<file path="src/rtl/brk_arbiter_pkg.sv">
// Shared encodings and widths for the data-break arbiter; imported by brk_arbiter.
// Optional round-robin priority is enabled with the BRK_ROUND_ROBIN_EN macro.
package brk_arbiter_pkg;

  localparam int BRK_AW = 15;
  localparam int BRK_DW = 12;

  typedef enum logic [2:0] {
    BRK_IDLE  = 3'd0,
    BRK_GRANT = 3'd1,
    BRK_WAITB = 3'd2,
    BRK_INB   = 3'd3,
    BRK_DONE  = 3'd4
  } brk_state_t;

endpackage

</file>
<file path="src/rtl/brk_prio_sel.sv">
// Combinational priority picker: first set req bit at or after start, wrapping modulo NREQ.
module brk_prio_sel #(
  parameter int NREQ = 2,
  parameter int IW   = 1
) (
  input  logic [NREQ-1:0] req,
  input  logic [IW-1:0]   start,
  output logic [NREQ-1:0] grant,
  output logic [IW-1:0]   idx,
  output logic            any
);

  logic [IW-1:0] j;

  always_comb begin
    grant = '0;
    idx   = '0;
    any   = 1'b0;
    j     = '0;
    for (int k = 0; k < NREQ; k++) begin
      j = IW'((int'(start) + k) % NREQ);
      if (!any && req[j]) begin
        any      = 1'b1;
        grant[j] = 1'b1;
        idx      = j;
      end
    end
  end

endmodule

</file>
<file path="src/rtl/brk_arbiter.sv">
// Shares the CPU data-break channel between NREQ requesters and sequences one break per grant.
// Define BRK_ROUND_ROBIN_EN for rotating priority; otherwise index 0 always has highest priority.
module brk_arbiter
  import brk_arbiter_pkg::*;
#(
  parameter int NREQ    = 2,
  parameter int TIMEOUT = 255,
  parameter int TW      = 8
) (
  input  logic                   clk,
  input  logic                   reset,
  input  logic                   clear,
  input  logic [NREQ-1:0]        req,
  input  logic [BRK_AW*NREQ-1:0] req_addr,
  input  logic [NREQ-1:0]        req_to_mem,
  input  logic [BRK_DW*NREQ-1:0] req_wdata,
  output logic [NREQ-1:0]        ack,
  output logic [NREQ-1:0]        err,
  output logic [BRK_DW-1:0]      rdata,
  output logic                   data_break,
  output logic                   to_disk,
  output logic [BRK_AW-1:0]      dmaAddr,
  output logic [BRK_DW-1:0]      disk2mem,
  input  logic [BRK_DW-1:0]      mem2disk,
  input  logic                   break_in_prog,
  output logic                   busy
);

  localparam int IW = (NREQ > 1) ? $clog2(NREQ) : 1;

  brk_state_t      state, state_nxt;
  logic [TW-1:0]   tcnt;
  logic [IW-1:0]   win_idx;
  logic [NREQ-1:0] win_oh;
  logic [IW-1:0]   start;
  logic [NREQ-1:0] sel_grant;
  logic [IW-1:0]   sel_idx;
  logic            sel_any;
  logic [BRK_AW-1:0] sel_addr;
  logic [BRK_DW-1:0] sel_wdata;
  logic            sel_to_mem;
  logic            timeout_hit, done_evt, err_evt;

  brk_prio_sel #(.NREQ(NREQ), .IW(IW)) u_prio_sel (
    .req   (req),
    .start (start),
    .grant (sel_grant),
    .idx   (sel_idx),
    .any   (sel_any)
  );

  always_comb begin
    sel_addr   = '0;
    sel_wdata  = '0;
    sel_to_mem = 1'b0;
    win_oh     = '0;
    for (int i = 0; i < NREQ; i++) begin
      if (sel_grant[i]) begin
        sel_addr   = req_addr[i*BRK_AW +: BRK_AW];
        sel_wdata  = req_wdata[i*BRK_DW +: BRK_DW];
        sel_to_mem = req_to_mem[i];
      end
      win_oh[i] = (win_idx == IW'(i));
    end
  end

  // A started memory cycle must finish, so break_in_prog outranks clear and timeout in WAITB.
  assign timeout_hit = (tcnt == TW'(TIMEOUT - 1));
  assign err_evt     = (state == BRK_WAITB) && !break_in_prog && !clear && timeout_hit;
  assign done_evt    = (state == BRK_INB) && !break_in_prog;
  assign busy        = (state != BRK_IDLE);

  always_comb begin
    state_nxt = state;
    case (state)
      BRK_IDLE:  if (sel_any && !clear) state_nxt = BRK_GRANT;
      BRK_GRANT: state_nxt = BRK_WAITB;
      BRK_WAITB: begin
        if (break_in_prog)    state_nxt = BRK_INB;
        else if (clear)       state_nxt = BRK_IDLE;
        else if (timeout_hit) state_nxt = BRK_IDLE;
      end
      BRK_INB:   if (!break_in_prog) state_nxt = BRK_DONE;
      BRK_DONE:  state_nxt = BRK_IDLE;
      default:   state_nxt = BRK_IDLE;
    endcase
  end

  always_ff @(posedge clk) begin
    if (!reset) state <= BRK_IDLE;
    else        state <= state_nxt;
  end

  always_ff @(posedge clk) begin
    if (!reset) begin
      data_break <= 1'b0;
      to_disk    <= 1'b0;
      dmaAddr    <= '0;
      disk2mem   <= '0;
      rdata      <= '0;
      ack        <= '0;
      err        <= '0;
      tcnt       <= '0;
      win_idx    <= '0;
    end else begin
      ack <= '0;
      err <= '0;
      case (state)
        BRK_IDLE: begin
          if (state_nxt == BRK_GRANT) begin
            dmaAddr  <= sel_addr;
            disk2mem <= sel_wdata;
            to_disk  <= ~sel_to_mem;
            win_idx  <= sel_idx;
          end
        end
        BRK_GRANT: begin
          data_break <= 1'b1;
          tcnt       <= '0;
        end
        BRK_WAITB: begin
          tcnt <= tcnt + TW'(1);
          if (state_nxt != BRK_WAITB) data_break <= 1'b0;
          if (err_evt) err <= win_oh;
        end
        BRK_INB: begin
          if (break_in_prog && to_disk) rdata <= mem2disk;
          if (done_evt) ack <= win_oh;
        end
        default: ;
      endcase
    end
  end

`ifdef BRK_ROUND_ROBIN_EN
  logic [IW-1:0] ptr;

  always_ff @(posedge clk) begin
    if (!reset)                   ptr <= '0;
    else if (done_evt || err_evt) ptr <= IW'((int'(win_idx) + 1) % NREQ);
  end

  assign start = ptr;
`else
  assign start = '0;
`endif

endmodule

</file>
<file path="config.mk">
export PLATFORM = sky130hd
export DESIGN_NAME = brk_arbiter
export DESIGN_NICKNAME = d
export VERILOG_FILES = /design/src/rtl/brk_arbiter_pkg.sv /design/src/rtl/brk_prio_sel.sv /design/src/rtl/brk_arbiter.sv
export SDC_FILE = /design/constraint.sdc
export NUM_CORES = 1
export LEC_CHECK = 0
export ABC_CLOCK_PERIOD_IN_PS = 5200
export CORE_MARGIN = 2
export CORE_UTILIZATION = 43
export CTS_CLUSTER_DIAMETER = 200
export DETAILED_ROUTE_END_ITERATION = 16
export PLACE_DENSITY = 0.83
export SETUP_SLACK_MARGIN = 0.5
export SLEW_MARGIN = 20
export SYNTH_ARGS = -nofsm -noshare
export SYNTH_HDL_FRONTEND = slang
export SYNTH_SLANG_ARGS = --single-unit
</file>
<file path="constraint.sdc">
create_clock -name clk -period 5.2 [get_ports clk]
set_clock_uncertainty 0.1 [all_clocks]
set_input_delay 1.56 -clock clk [delete_from_list [all_inputs] [get_ports clk]]
set_output_delay 1.56 -clock clk [all_outputs]
set_load 0.02 [all_outputs]
</file>
**Word-level counts from Yosys, hierarchy flattened**

Cells that the tools add are included.

- Add/subtract/negate cells: 1
- Eq/ne operators: 7
- Muxes and demuxes: 20
- Bitwise logic cells: 2
- Reduce and logical (&&, ||, !) cells: 18

Operators by type and width:

| kind | number |
|---|---|
| $mux 15 | 2 |
| $mux 12 | 2 |
| $pmux 8 s2 | 1 |
| $mux 3 | 5 |
| $pmux 3 s4 | 1 |
| $add 8x1->8 const B | 1 |
| $eq 8x8->1 const B | 1 |
| $logic_and 1x1->1 | 7 |
| $mux 1 | 7 |
| $eq 3x1->1 const B | 2 |
| $eq 3x2->1 const B | 2 |
| $reduce_and 2->1 | 3 |
| $reduce_and 3->1 | 2 |
| $logic_not 1->1 | 3 |
| $logic_not 3->1 | 1 |
| $ne 3x2->1 const B | 1 |
| $reduce_bool 3->1 | 1 |
| $mux 2 | 1 |
| $ne 2x1->1 const B | 1 |
| $not 1->1 | 2 |
| $pmux 1 s2 | 1 |
| $reduce_bool 2->1 | 1 |

- Register bits after elaboration: 57
- Output and inout bits: 46

**Depth between registers and ports, before layout**

- Word-level depth: 10
- Gate-level depth with buffers: 6
- Depth with buffers taken out: 6

**By module**

From an unflattened synthesis, not the netlist that was laid out.

- Cells, all modules: 287
- Area total of the unflattened synthesis: 2513.7 µm²

By module, submodules not included:

| module | times used | cells each | area an instance (µm²) |
|---|---|---|---|
| brk_arbiter | 1 | 282 | 2481.1 |
| brk_prio_sel | 1 | 5 | 32.5 |

**Worst setup path after synthesis**

No wires, ideal clock.

- Path kind: input to register
- From: input port req[1]
- To: register disk2mem[11]
- Setup time: 0.081 ns
- Arrival time: 2.587 ns
- Data required time: 5.019 ns
- Slack: 2.433 ns
- Cell stages on the path: 5
- Path through: nor2b_1 > clkbuf_1 > clkbuf_1 > a22oi_1 > a211oi_2

- Cells in the longest elaborated chain, start to end: 7
- Elaborated cells on any way between the ends: 9
- Those cells by class: eq/ne (1); mux (5); reduce/logical (3)

RTL lines:

| what | RTL line | RTL |
|---|---|---|
| start: declaration | brk_arbiter.sv:13 | `input logic [NREQ-1:0] req,` |
| $logic_and 1x1->1 * | brk_prio_sel.sv:22 | `if (!any && req[j]) begin` |
| $mux 1 | brk_prio_sel.sv:22 |  |
| $logic_and 1x1->1 | brk_arbiter.sv:76 | `BRK_IDLE: if (sel_any && !clear) state_nxt = BRK_GRANT;` |
| $mux 3 | brk_arbiter.sv:76 |  |
| $pmux 3 s4 | brk_arbiter.sv:75 | `case (state)` |
| $eq 3x1->1 | brk_arbiter.sv:110 | `if (state_nxt == BRK_GRANT) begin` |
| $reduce_and 2->1 (no line) | - |  |
| end signal: assignment | brk_arbiter.sv:112 | `disk2mem <= sel_wdata;` |
| end: declaration | brk_arbiter.sv:23 | `output logic [BRK_DW-1:0] disk2mem,` |

Mark *: on every way between the ends. The rest lies on a longest branch, timed or not.
A chain may end at the register's enable or synchronous reset.

**Final worst setup path**

- From: input port req[0]
- To: register disk2mem[8]

- Cells in the longest elaborated chain, start to end: 9
- Elaborated cells on any way between the ends: 13
- Those cells by class: eq/ne (1); mux (8); reduce/logical (4)

RTL lines:

| what | RTL line |
|---|---|
| $mux 1 | brk_prio_sel.sv:22 |
| $logic_not 1->1 | brk_prio_sel.sv:22 |
| $logic_and 1x1->1 | brk_prio_sel.sv:22 |
| $mux 1 | brk_prio_sel.sv:22 |
| $logic_and 1x1->1 | brk_arbiter.sv:76 |
| $mux 3 | brk_arbiter.sv:76 |
| $pmux 3 s4 | brk_arbiter.sv:75 |
| $eq 3x1->1 | brk_arbiter.sv:110 |
| $reduce_and 2->1 (no line) | - |

Parallel ways exist; a longest one is shown, timed or not.

==> reports/metrics.yaml <==
routing:
  first_pass_iters: 4
  vias: 2336
  drt-met1-wl_microns: 2730
  top_layer: "met4"
  wl_per_cell_microns: 15.1
  wl_met3_microns: 542
  met2_length_microns: 3270
  routed_via_density: 5.30
  drc: 0
  initialDrtViolationCount: 65
  postRouteAntennaNets: 0
  drt_wl_total_microns: 6670
cts:
  clockBufferDepth: 2
  cts_made_buffers: 9
  clk_pin_slew_ns: 0.06
  ctsHoldBuffers: 0
  cts_tree: "done"
  cts_htree_levels: 3
  ctsResizeCount: 0
  post-cts-setup-buffers: 0
  clk_latency_ns: 0.32
  clkSinkCount: 57
  cts_root_buf: "clkbuf_8"
timing:
  worst_slew_pin_slew_ns: 0.807
  timing.fmax_mhz: 288
  slew_headroom_pct: 46.0
  rsz0062_at_grt: "no"
  period_minus_slack_ns: 3.47
  setup_viol: 0
  report.final.hold_viol_count: 0
  finalCritPeriodShare_pct: 66.7
  slew_viol_final: 0
  tns_ns: 0
power_and_ir_drop:
  leakagePower_nw: 1.47
  power_density_mw_per_mm2: 303
  ir_drop_v: 0.000214
final_layout:
  multiInputGateArea_sq_mm: 0.00115
  area_growth_pct: 59.0
  nets: 440
  nFillCells: 451
  fin_area_sq_mm: 0.00382
  n_antenna_cell: 0
  seqCellArea_sq_mm: 0.00114
  final_layout_size_suffix_gt1_share_pct: 8.67
hold_path:
  hold_class: "flop to flop"
critical_path:
  timing.critical_path.to_type: "flop"
  crit_type: "primary input to flop"
  cp_num_buf_inv: 3
  slowest_delay_ns: 0.52
  crit_fanout: 52
  worstPathRequired_ns: 5.32
  start_kind: "primary input"
  crit_family: "buffers and inverters"
  cp.arrival_ns: 3.59
  crit_chain: "clkdlybuf4s50_1, buf_4, nor2_1, nor3_4, buf_4, nor2_1, a211oi_1"
  critPathSlowestCell: "buf_4"
place:
  dpl_cell_area_sq_mm: 0.00361
  portBuffers: 119
  gp_congestion: 0.816
  dp_hpwl_microns: 4850
synth:
  netlist_instances: 251
  syn_nets: 327
  ys_seq_area_share_pct: 47.5
  synth_area_per_cell_sq_um: 9.58
  async_flop_share_pct: 0
  synth-main-ff-cell: "dfxtp_1"
  synth.distinct_cells: 40
  synthesis.area_sq_mm: 0.00240
  yosysWarnings: 0
  yosys_register_bits: 57
  synth-edff-count: 0
flow_run:
  drv_cap: 0
global_route:
  antenna_found_initial: 0
  overflow: 0
  first_global_vias: 2222
  grt_use_total_pct: 21.6
  grt_max_degree: 53
  grt_pass1_wl_microns: 10500
floorplanning:
  die_w_microns: 78.8
  core_area_sq_mm: 0.00544
  start_util_pct: 44.2
  pin_count: 120
  die_h_microns: 78.8
  dieArea_sq_mm: 0.00620
  rows: 27
run_status:
  status: "finished, final reports clean"
-- synthesized netlist by cell type, drive strengths merged (2+ instances only) --
master	n	area, sq um
a21oi	4	20.0
a211oi	27	253
o21ai	2	10.0
dfxtp	57	1140
buf	8	57.6
nor2	51	191
nand2	5	18.8
nand4	2	12.5
or3b	2	17.5
nor3	2	21.3
nand3	5	25.0
ha	2	25.0
and3	2	12.5
a22oi	28	210
or3	2	17.5
clkbuf	12	46.3
nor2b	3	18.8
inv	4	15.0
a31oi	3	18.8
mux2i	16	160
-- final cells by class --
class                   count  area share [%]
repair buffers            122            31.8
inverters                   5           0.491
well taps                  72            2.36
multi-input cells         169            30.0
clock inverters             6            2.16
flip-flops and latches     57            29.9
clock buffers              10            3.34
-- sequential cells by signal (all words and copies together), names as in the netlist --
name,cells
ack,2
data_break,1
disk2mem,12
dmaAddr,15
err,2
rdata,12
state,3
tcnt,8
to_disk,1
win_idx,1
-- cells by family after synthesis --
logic type,share of synthesized area [%]
buffers and inverters,5.10
DFF,47.5
muxes,7.13
AOI/OAI and AO/OA,23.4
and+or+nand+nor,15.8
adders and majority gates,1.04
-- worst register-to-register path: cells and delay by family (launching register included) --
family	cells	cell delay (ns)
simple gates	3	0.87
buf+inv	1	0.52
flops	1	0.37
compound gates	1	0.23
-- final timing paths --
path / cells after the start / slack, ns / start / endpoint
worst max-delay path: 7 / 1.73 / req[0] / disk2mem[8]
worst min-delay path: 1 / 0.38 / win_idx / ack[0]
worst max register to register: 5 / 3.02 / state[2] / disk2mem[8]
worst min register to register: 1 / 0.38 / win_idx / ack[0]
-- metrics by stage --
| step | total power (W) | util (%) | setup slack (ns) | hold slack (ns) | cells |
|---|---|---|---|---|---|
| floorplan | 0.000609 | - | 2.43 | 0.321 | 251 |
| global placement | 0.000723 | 66.3 | 1.47 | 0.373 | 425 |
| detailed placement | 0.000730 | 66.3 | 1.41 | 0.374 | 425 |
| CTS | 0.00117 | 70.2 | 1.74 | 0.386 | 441 |
| global route | 0.00120 | 70.3 | 1.57 | 0.394 | 441 |
| finish | 0.00116 | 70.3 | 1.73 | 0.379 | 441 |
-- cell usage in the layout (no fill, tap or decap), drive strengths merged, types with 2 or more instances in the layout --
master         instances
a211oi                27
inv                    4
nor2b                  3
mux2i                 16
a21oi                  4
nor2                  51
clkdlybuf4s50        119
buf                    3
ha                     2
and3                   2
dfxtp                 57
nand4                  2
a31oi                  3
clkbuf                10
o21ai                  2
clkinv                 4
bufinv                 2
nand2                  5
nand3                  5
a22oi                 28
or3b                   2
or3                    2
nor3                   2
-- routing by layer --
metal / global-route usage (%) / vias up
met1: 26.2 / 1085
met4: 9.65 / 0
li1: - / 1145
met2: 35.4 / 96
met3: 6.70 / 10
met5: 0 / -
-- power breakdown --
group	total [W]	internal [W]	switching (W)
Sequential	0.000479	0.000463	0.0000158
Clock	0.000436	0.000267	0.000169
Combinational	0.000241	0.000127	0.000114
Power figures use the tool's default switching activity.
